$ cat src/rtl/seg7_scan_display.sv
// Multiplexed 7-segment display controller.
// Captures a binary word on an accepted load, converts it to BCD with an
// iterative double dabble (one bit per clk), then time-multiplexes the stored
// digits onto a shared segment bus with optional leading-zero blanking.
module seg7_scan_display #(
    parameter int unsigned DATA_W         = 16,
    parameter int unsigned DIGITS         = 5,
    parameter int unsigned SCAN_DIV       = 16,
    parameter bit          SIGNED         = 1'b1,
    parameter bit          BLANK_LZ       = 1'b1,
    parameter bit          SEG_ACTIVE_LOW = 1'b0
) (
    input  logic              clk,
    input  logic              rst,
    input  logic [DATA_W-1:0] value,
    input  logic              load,
    output logic              busy,
    output logic              done,
    output logic [6:0]        seg,
    output logic [DIGITS-1:0] dig_en,
    output logic              neg,
    output logic              overflow
);

    localparam int unsigned NBCD   = (DATA_W * 3) / 10 + 1;
    localparam int unsigned BCD_W  = NBCD * 4;
    localparam int unsigned DISP_W = DIGITS * 4;
    localparam int unsigned NCOPY  = (DIGITS < NBCD) ? DIGITS : NBCD;
    localparam int unsigned CNT_W  = (DATA_W > 1) ? $clog2(DATA_W) : 1;
    localparam int unsigned IDX_W  = (DIGITS > 1) ? $clog2(DIGITS) : 1;

    localparam logic [6:0]        SEG_POL = {7{SEG_ACTIVE_LOW}};
    localparam logic [DIGITS-1:0] DIG_POL = {DIGITS{SEG_ACTIVE_LOW}};

    typedef enum logic [1:0] {
        S_IDLE   = 2'd0,
        S_CONV   = 2'd1,
        S_UPDATE = 2'd2
    } state_t;

    state_t              state_q, state_d;
    logic                accept_c, shift_c, commit_c;

    logic [DATA_W-1:0]   mag_q, mag_in;
    logic [BCD_W-1:0]    bcd_q, bcd_adj, bcd_shift;
    logic [CNT_W-1:0]    cnt_q;
    logic                sign_q;

    logic [DISP_W-1:0]   disp_q, disp_d, disp_nx;
    logic                ovf_d;

    logic [SCAN_DIV-1:0] scan_q;
    logic [IDX_W-1:0]    idx_q, idx_d;
    logic [DIGITS-1:0]   nz_c, onehot_c;
    logic [3:0]          digit_c;
    logic [6:0]          seg_d;
    logic                any_c;

    // Segment pattern for one BCD digit, gfedcba active high; non-decimal blank.
    function automatic logic [6:0] decode(input logic [3:0] d);
        logic [6:0] s;
        case (d)
            4'd0:    s = 7'h3F;
            4'd1:    s = 7'h06;
            4'd2:    s = 7'h5B;
            4'd3:    s = 7'h4F;
            4'd4:    s = 7'h66;
            4'd5:    s = 7'h6D;
            4'd6:    s = 7'h7D;
            4'd7:    s = 7'h07;
            4'd8:    s = 7'h7F;
            4'd9:    s = 7'h6F;
            default: s = 7'h00;
        endcase
        return s;
    endfunction

    // Control state register.
    always_ff @(posedge clk) begin
        if (rst) begin
            state_q <= S_IDLE;
        end else begin
            state_q <= state_d;
        end
    end

    // Next-state and datapath strobes.
    always_comb begin
        state_d  = state_q;
        accept_c = 1'b0;
        shift_c  = 1'b0;
        commit_c = 1'b0;
        case (state_q)
            S_IDLE: begin
                if (load) begin
                    accept_c = 1'b1;
                    state_d  = S_CONV;
                end
            end
            S_CONV: begin
                shift_c = 1'b1;
                if (cnt_q == CNT_W'(DATA_W - 1)) begin
                    commit_c = 1'b1;
                    state_d  = S_UPDATE;
                end
            end
            S_UPDATE: state_d = S_IDLE;
            default:  state_d = S_IDLE;
        endcase
    end

    // Magnitude of the incoming word; the most negative value wraps to its own
    // unsigned magnitude, so no special case is needed.
    always_comb begin
        mag_in = (SIGNED && value[DATA_W-1]) ? DATA_W'(-value) : value;
    end

    // One double-dabble step: add 3 to nibbles >= 5, then shift in the next bit.
    always_comb begin
        bcd_adj = bcd_q;
        for (int unsigned i = 0; i < NBCD; i++) begin
            if (bcd_q[i*4 +: 4] >= 4'd5) begin
                bcd_adj[i*4 +: 4] = bcd_q[i*4 +: 4] + 4'd3;
            end
        end
        bcd_shift = (bcd_adj << 1) | BCD_W'(mag_q[DATA_W-1]);
    end

    // Digits to publish and overflow flag, taken from the final shift result.
    always_comb begin
        disp_d = '0;
        ovf_d  = 1'b0;
        for (int unsigned i = 0; i < NCOPY; i++) begin
            disp_d[i*4 +: 4] = bcd_shift[i*4 +: 4];
        end
        for (int unsigned i = DIGITS; i < NBCD; i++) begin
            ovf_d = ovf_d | (|bcd_shift[i*4 +: 4]);
        end
    end

    // Conversion shift registers and bit counter.
    always_ff @(posedge clk) begin
        if (rst) begin
            mag_q  <= '0;
            bcd_q  <= '0;
            cnt_q  <= '0;
            sign_q <= 1'b0;
        end else if (accept_c) begin
            mag_q  <= mag_in;
            bcd_q  <= '0;
            cnt_q  <= '0;
            sign_q <= SIGNED && value[DATA_W-1];
        end else if (shift_c) begin
            mag_q  <= mag_q << 1;
            bcd_q  <= bcd_shift;
            cnt_q  <= cnt_q + CNT_W'(1);
        end
    end

    // Display registers and status, published on entry to UPDATE.
    always_ff @(posedge clk) begin
        if (rst) begin
            disp_q   <= '0;
            neg      <= 1'b0;
            overflow <= 1'b0;
            busy     <= 1'b0;
            done     <= 1'b0;
        end else begin
            if (commit_c) begin
                disp_q   <= disp_d;
                neg      <= sign_q && (disp_d != '0);
                overflow <= ovf_d;
            end
            busy <= (state_d != S_IDLE);
            done <= (state_d == S_UPDATE);
        end
    end

    // Next scan index, blanking mask and segment pattern for the next cycle.
    always_comb begin
        idx_d = idx_q;
        if (&scan_q) begin
            idx_d = (idx_q == IDX_W'(DIGITS - 1)) ? '0 : idx_q + IDX_W'(1);
        end
        disp_nx = commit_c ? disp_d : disp_q;
        any_c   = 1'b0;
        nz_c    = '0;
        for (int i = int'(DIGITS) - 1; i >= 0; i--) begin
            any_c   = any_c | (|disp_nx[i*4 +: 4]);
            nz_c[i] = any_c;
        end
        digit_c  = disp_nx[idx_d*4 +: 4];
        onehot_c = DIGITS'(1) << idx_d;
        if (BLANK_LZ && (idx_d != '0) && !nz_c[idx_d]) begin
            seg_d = 7'h00;
        end else begin
            seg_d = decode(digit_c);
        end
    end

    // Scan counter and registered digit/segment drive.
    always_ff @(posedge clk) begin
        if (rst) begin
            scan_q <= '0;
            idx_q  <= '0;
            seg    <= SEG_POL ^ 7'h3F;
            dig_en <= DIG_POL ^ DIGITS'(1);
        end else begin
            scan_q <= scan_q + SCAN_DIV'(1);
            idx_q  <= idx_d;
            seg    <= SEG_POL ^ seg_d;
            dig_en <= DIG_POL ^ onehot_c;
        end
    end

endmodule

$ cat config.mk
export PLATFORM = sky130hd
export DESIGN_NAME = seg7_scan_display
export DESIGN_NICKNAME = d
export VERILOG_FILES = /design/src/rtl/seg7_scan_display.sv
export SDC_FILE = /design/constraint.sdc
export NUM_CORES = 1
export LEC_CHECK = 0
export CORE_ASPECT_RATIO = 1.75
export CORE_MARGIN = 1.5
export CORE_UTILIZATION = 65
export CTS_BUF_LIST = sky130_fd_sc_hd__clkbuf_8
export DETAILED_ROUTE_END_ITERATION = 10
export PLACE_DENSITY = 0.87
export SLEW_MARGIN = 0
export SYNTH_ARGS = -nofsm -noshare
export SYNTH_HDL_FRONTEND = slang
export SYNTH_SLANG_ARGS = --single-unit
$ cat constraint.sdc
create_clock -name clk -period 4.85 [get_ports clk]
set_input_delay 0.485 -clock clk [delete_from_list [all_inputs] [get_ports clk]]
set_output_delay 0.485 -clock clk [all_outputs]
set_load 0.01 [all_outputs]
==> metrics.txt <==
# TYPE chip_impl_metric gauge
chip_impl_metric{name="p_sw_frac",unit=""} 0.277
chip_impl_metric{name="htree_levels",unit=""} 3
chip_impl_metric{name="die_y",unit="µm"} 120
chip_impl_metric{name="post_cts_resized",unit=""} 0
chip_impl_metric{name="layout.filler_cells",unit=""} 590
chip_impl_metric{name="clock_transition_at_the_registers_of_the_reported_paths",unit="ps"} 100
chip_impl_metric{name="vias_per_cell",unit=""} 6.09
chip_impl_metric{name="power.density",unit="nW/µm²"} 264
chip_impl_metric{name="req_time_crit_path",unit="ps"} 5120
chip_impl_metric{name="boundaryPins",unit=""} 35
chip_impl_metric{name="grt_max_degree",unit=""} 48
chip_impl_metric{name="cts_buffers",unit=""} 9
chip_impl_metric{name="drt_iter0_drc",unit=""} 304
chip_impl_metric{name="yosys_register_bits",unit=""} 97
chip_impl_metric{name="core_area",unit="µm²"} 7570
chip_impl_info{name="outcome",value="finished clean"} 1
chip_impl_metric{name="number_of_antenna_violations_at_the_first_check_in_global_routing",unit=""} 0
chip_impl_metric{name="p_comb_frac",unit=""} 0.105
chip_impl_info{name="grt_setup_unrepaired",value="false"} 1
chip_impl_metric{name="buffer_ports.inserted",unit=""} 33
chip_impl_info{name="tritoncts",value="yes"} 1
chip_impl_metric{name="first_pass_grt_wire_length",unit="µm"} 20400
chip_impl_metric{name="synth.cell_area",unit="µm²"} 5080
chip_impl_metric{name="cts_num_sinks",unit=""} 97
chip_impl_metric{name="synth-edff-count",unit=""} 0
chip_impl_metric{name="area_delta_synth_final",unit="%"} 10.6
chip_impl_metric{name="globalRoute.totalOverflow",unit=""} 0
chip_impl_metric{name="ys.warnings.count",unit=""} 0
chip_impl_metric{name="vias",unit=""} 4528
chip_impl_metric{name="hpwl",unit="µm"} 8730
chip_impl_metric{name="worstMarginPinSlew",unit="ps"} 997
chip_impl_metric{name="clkPwrFrac",unit=""} 0.333
chip_impl_info{name="mostFrequentLayoutCell",value="dfxtp_1"} 1
chip_impl_info{name="timing_worst_setup_path_type",value="register to register"} 1
chip_impl_metric{name="final.setup.tns",unit="ps"} 0
chip_impl_metric{name="post_route_cells_drive_above_1_share",unit=""} 0.0656
chip_impl_metric{name="insertedDiodeCount",unit=""} 0
chip_impl_metric{name="worst_ep_arrival_time",unit="ps"} 4070
chip_impl_metric{name="seq_area_frac_synth",unit=""} 0.382
chip_impl_metric{name="ant_nets",unit=""} 0
chip_impl_metric{name="detail_route.drc_violations",unit=""} 0
chip_impl_metric{name="syn_nets",unit=""} 671
chip_impl_metric{name="max_slew_margin",unit=""} 0.334
chip_impl_metric{name="cell_count_after_synthesis",unit=""} 632
chip_impl_metric{name="ir_worst_vdd",unit="µV"} 248
chip_impl_metric{name="number_of_detailed_routing_iterations_run_before_antenna_repair",unit=""} 5
chip_impl_metric{name="floorplan.die.width",unit="µm"} 69.8
chip_impl_metric{name="syn-mean-instance-area",unit="µm²"} 8.03
chip_impl_info{name="cp-start-kind",value="register"} 1
chip_impl_info{name="post_synth_main_area_contributors",value="dfxtp_1 38%, nand2_1 6.6%, nor2_1 5.6%"} 1
chip_impl_metric{name="yosysUniqueCellTypes",unit=""} 56
chip_impl_metric{name="asyncSetResetFlopFracSynth",unit=""} 0
chip_impl_metric{name="layout.nets",unit=""} 689
chip_impl_metric{name="synth_top_area_frac",unit=""} 0.382
chip_impl_info{name="root_buffer",value="clkbuf_8"} 1
chip_impl_metric{name="final.min_clock_period",unit="ps"} 3800
chip_impl_metric{name="share_seq_of_total_power",unit=""} 0.563
chip_impl_metric{name="layout.core_utilization",unit=""} 0.742
chip_impl_metric{name="post_drt_wl_per_cell",unit="µm"} 16.1
chip_impl_metric{name="final-max-slew-violation-count",unit=""} 0
chip_impl_metric{name="die_area",unit="µm²"} 8370
chip_impl_metric{name="postCtsHoldBufs",unit=""} 0
chip_impl_metric{name="layoutNonFillerInstCount",unit=""} 743
chip_impl_metric{name="floorplan.initialDensity",unit=""} 0.671
chip_impl_info{name="synth_top_cell_by_area",value="dfxtp_1"} 1
chip_impl_info{name="layout_common_cells",value="97 x dfxtp_1, 89 x nand2_1, 75 x nor2_1"} 1
chip_impl_metric{name="clock_skew",unit="ps"} 10.5
chip_impl_metric{name="switching_power",unit="W"} 0.000410
chip_impl_metric{name="max-clock-path-buffers",unit=""} 2
chip_impl_metric{name="fmax",unit="GHz"} 0.263
chip_impl_metric{name="hold-worst-slack",unit="ps"} 454
chip_impl_metric{name="grt_usage",unit=""} 0.302
chip_impl_metric{name="leakage",unit="nW"} 2.10
chip_impl_metric{name="finalCritPeriodShare",unit=""} 0.783
chip_impl_info{name="hp-class",value="register to register"} 1
chip_impl_metric{name="worstSkewPairLatency",unit="ps"} 390
chip_impl_metric{name="critical_path.max_fanout",unit=""} 17
chip_impl_metric{name="timing_hold_violations_final",unit=""} 0
chip_impl_info{name="ys_dominant_reg_cell",value="dfxtp_1"} 1
chip_impl_metric{name="routed_wirelength",unit="µm"} 12000
chip_impl_metric{name="finalWeightedCongestion",unit=""} 0.888
chip_impl_info{name="crit_path_end_kind",value="register"} 1
chip_impl_metric{name="row_count",unit=""} 42
chip_impl_metric{name="postCtsSetupRepairBufs",unit=""} 0
chip_impl_metric{name="setup_viol_count_final",unit=""} 0
chip_impl_metric{name="cap_violations",unit=""} 0
chip_impl_metric{name="place.detailed.instances",unit=""} 727
chip_impl_metric{name="vias_in_the_first_global_route",unit=""} 4477
chip_impl_metric{name="internal_cell_power",unit="W"} 0.00107
## worst max-delay path: stages, from the launching register on
cell,delay (ps)
dfxtp_1,370
ha_1,250
nand3_1,160
nor4_4,580
mux2i_2,260
buf_4,260
mux2i_1,200
a2111oi_0,110
nor3_1,670
ha_1,380
or2_1,230
a21oi_1,140
o21bai_1,70
## per-stage QoR
| step | power [W] | setup WS, ps | area, µm² |
|---|---|---|---|
| after global routing | 0.00153 | 723 | 5620 |
| final | 0.00148 | 1050 | 5620 |
| after floorplan | 0.000952 | 1510 | 5080 |
| after detailed placement | 0.00101 | 1110 | 5440 |
| after CTS | 0.00148 | 1080 | 5620 |
| after global placement | 0.000999 | 1320 | 5440 |
## worst paths after layout
path,start,to,slack (ps),cells after the start
min reg2reg,scan_q[0],scan_q[0],450,1
min,scan_q[0],scan_q[0],450,1
max reg2reg,scan_q[0],seg[3],1050,12
max,scan_q[0],seg[3],1050,12
## flip-flops by register name (all words and copies together), names as in the netlist
| name | flops |
|---|---|
| dig_en | 5 |
| scan_q | 16 |
| mag_q | 16 |
| state_q | 2 |
| cnt_q | 4 |
| sign_q | 1 |
| busy | 1 |
| seg | 7 |
| idx_q | 3 |
| disp_q | 20 |
| bcd_q | 20 |
| done | 1 |
| neg | 1 |
## final cells by class
| cell class | instances | area [µm²] | share of cell area |
|---|---|---|---|
| clock buffer | 9 | 124 | 0.0221 |
| clock inverter | 7 | 56.3 | 0.0100 |
| inverter | 23 | 86.3 | 0.0154 |
| multi-input combinational | 479 | 2920 | 0.520 |
| sequential | 97 | 1940 | 0.346 |
| tap | 88 | 110 | 0.0196 |
| timing repair buffer | 40 | 378 | 0.0673 |
## Yosys cell counts (7+ instances only)
| master | n |
|---|---|
| mux2i_1 | 20 |
| nand2_1 | 89 |
| or3_1 | 7 |
| nor2_1 | 76 |
| nor2b_1 | 8 |
| nand3_1 | 17 |
| clkbuf_1 | 26 |
| o21ai_0 | 20 |
| o21bai_1 | 7 |
| ha_1 | 20 |
| dfxtp_1 | 97 |
| inv_1 | 23 |
| a311oi_1 | 13 |
| xnor2_1 | 20 |
| a211oi_1 | 12 |
| xor2_1 | 12 |
| nand2b_1 | 10 |
| a21oi_1 | 56 |
| nor3_1 | 19 |
## layer usage
metal / wire length (µm) / GRT usage
met1: 4460 / 0.316
met3: 551 / 0.0554
met2: 6520 / 0.558
met4: 450 / 0.163
met5: 0 / 0
## power by group through the flow
| stage | logic, W | registers (W) | clock network [W] |
|---|---|---|---|
| floorplan | 0.000102 | 0.000849 | 0 |
| global placement | 0.000148 | 0.000851 | 0 |
| detailed placement | 0.000154 | 0.000852 | 0 |
| CTS | 0.000155 | 0.000833 | 0.000494 |
| global route | 0.000172 | 0.000837 | 0.000524 |
| finish | 0.000155 | 0.000834 | 0.000493 |
## kinds of logic after synthesis
logic type	count (synthesis)	share of synthesized area
buf+inv	56	0.0434
compound gates	137	0.172
flops	97	0.382
mux	25	0.0510
other cells	1	0.000739
xor+xnor	32	0.0552
fa+ha+maj	20	0.0493
simple gates	264	0.246
Note: power is estimated with default switching activity, not from simulation.
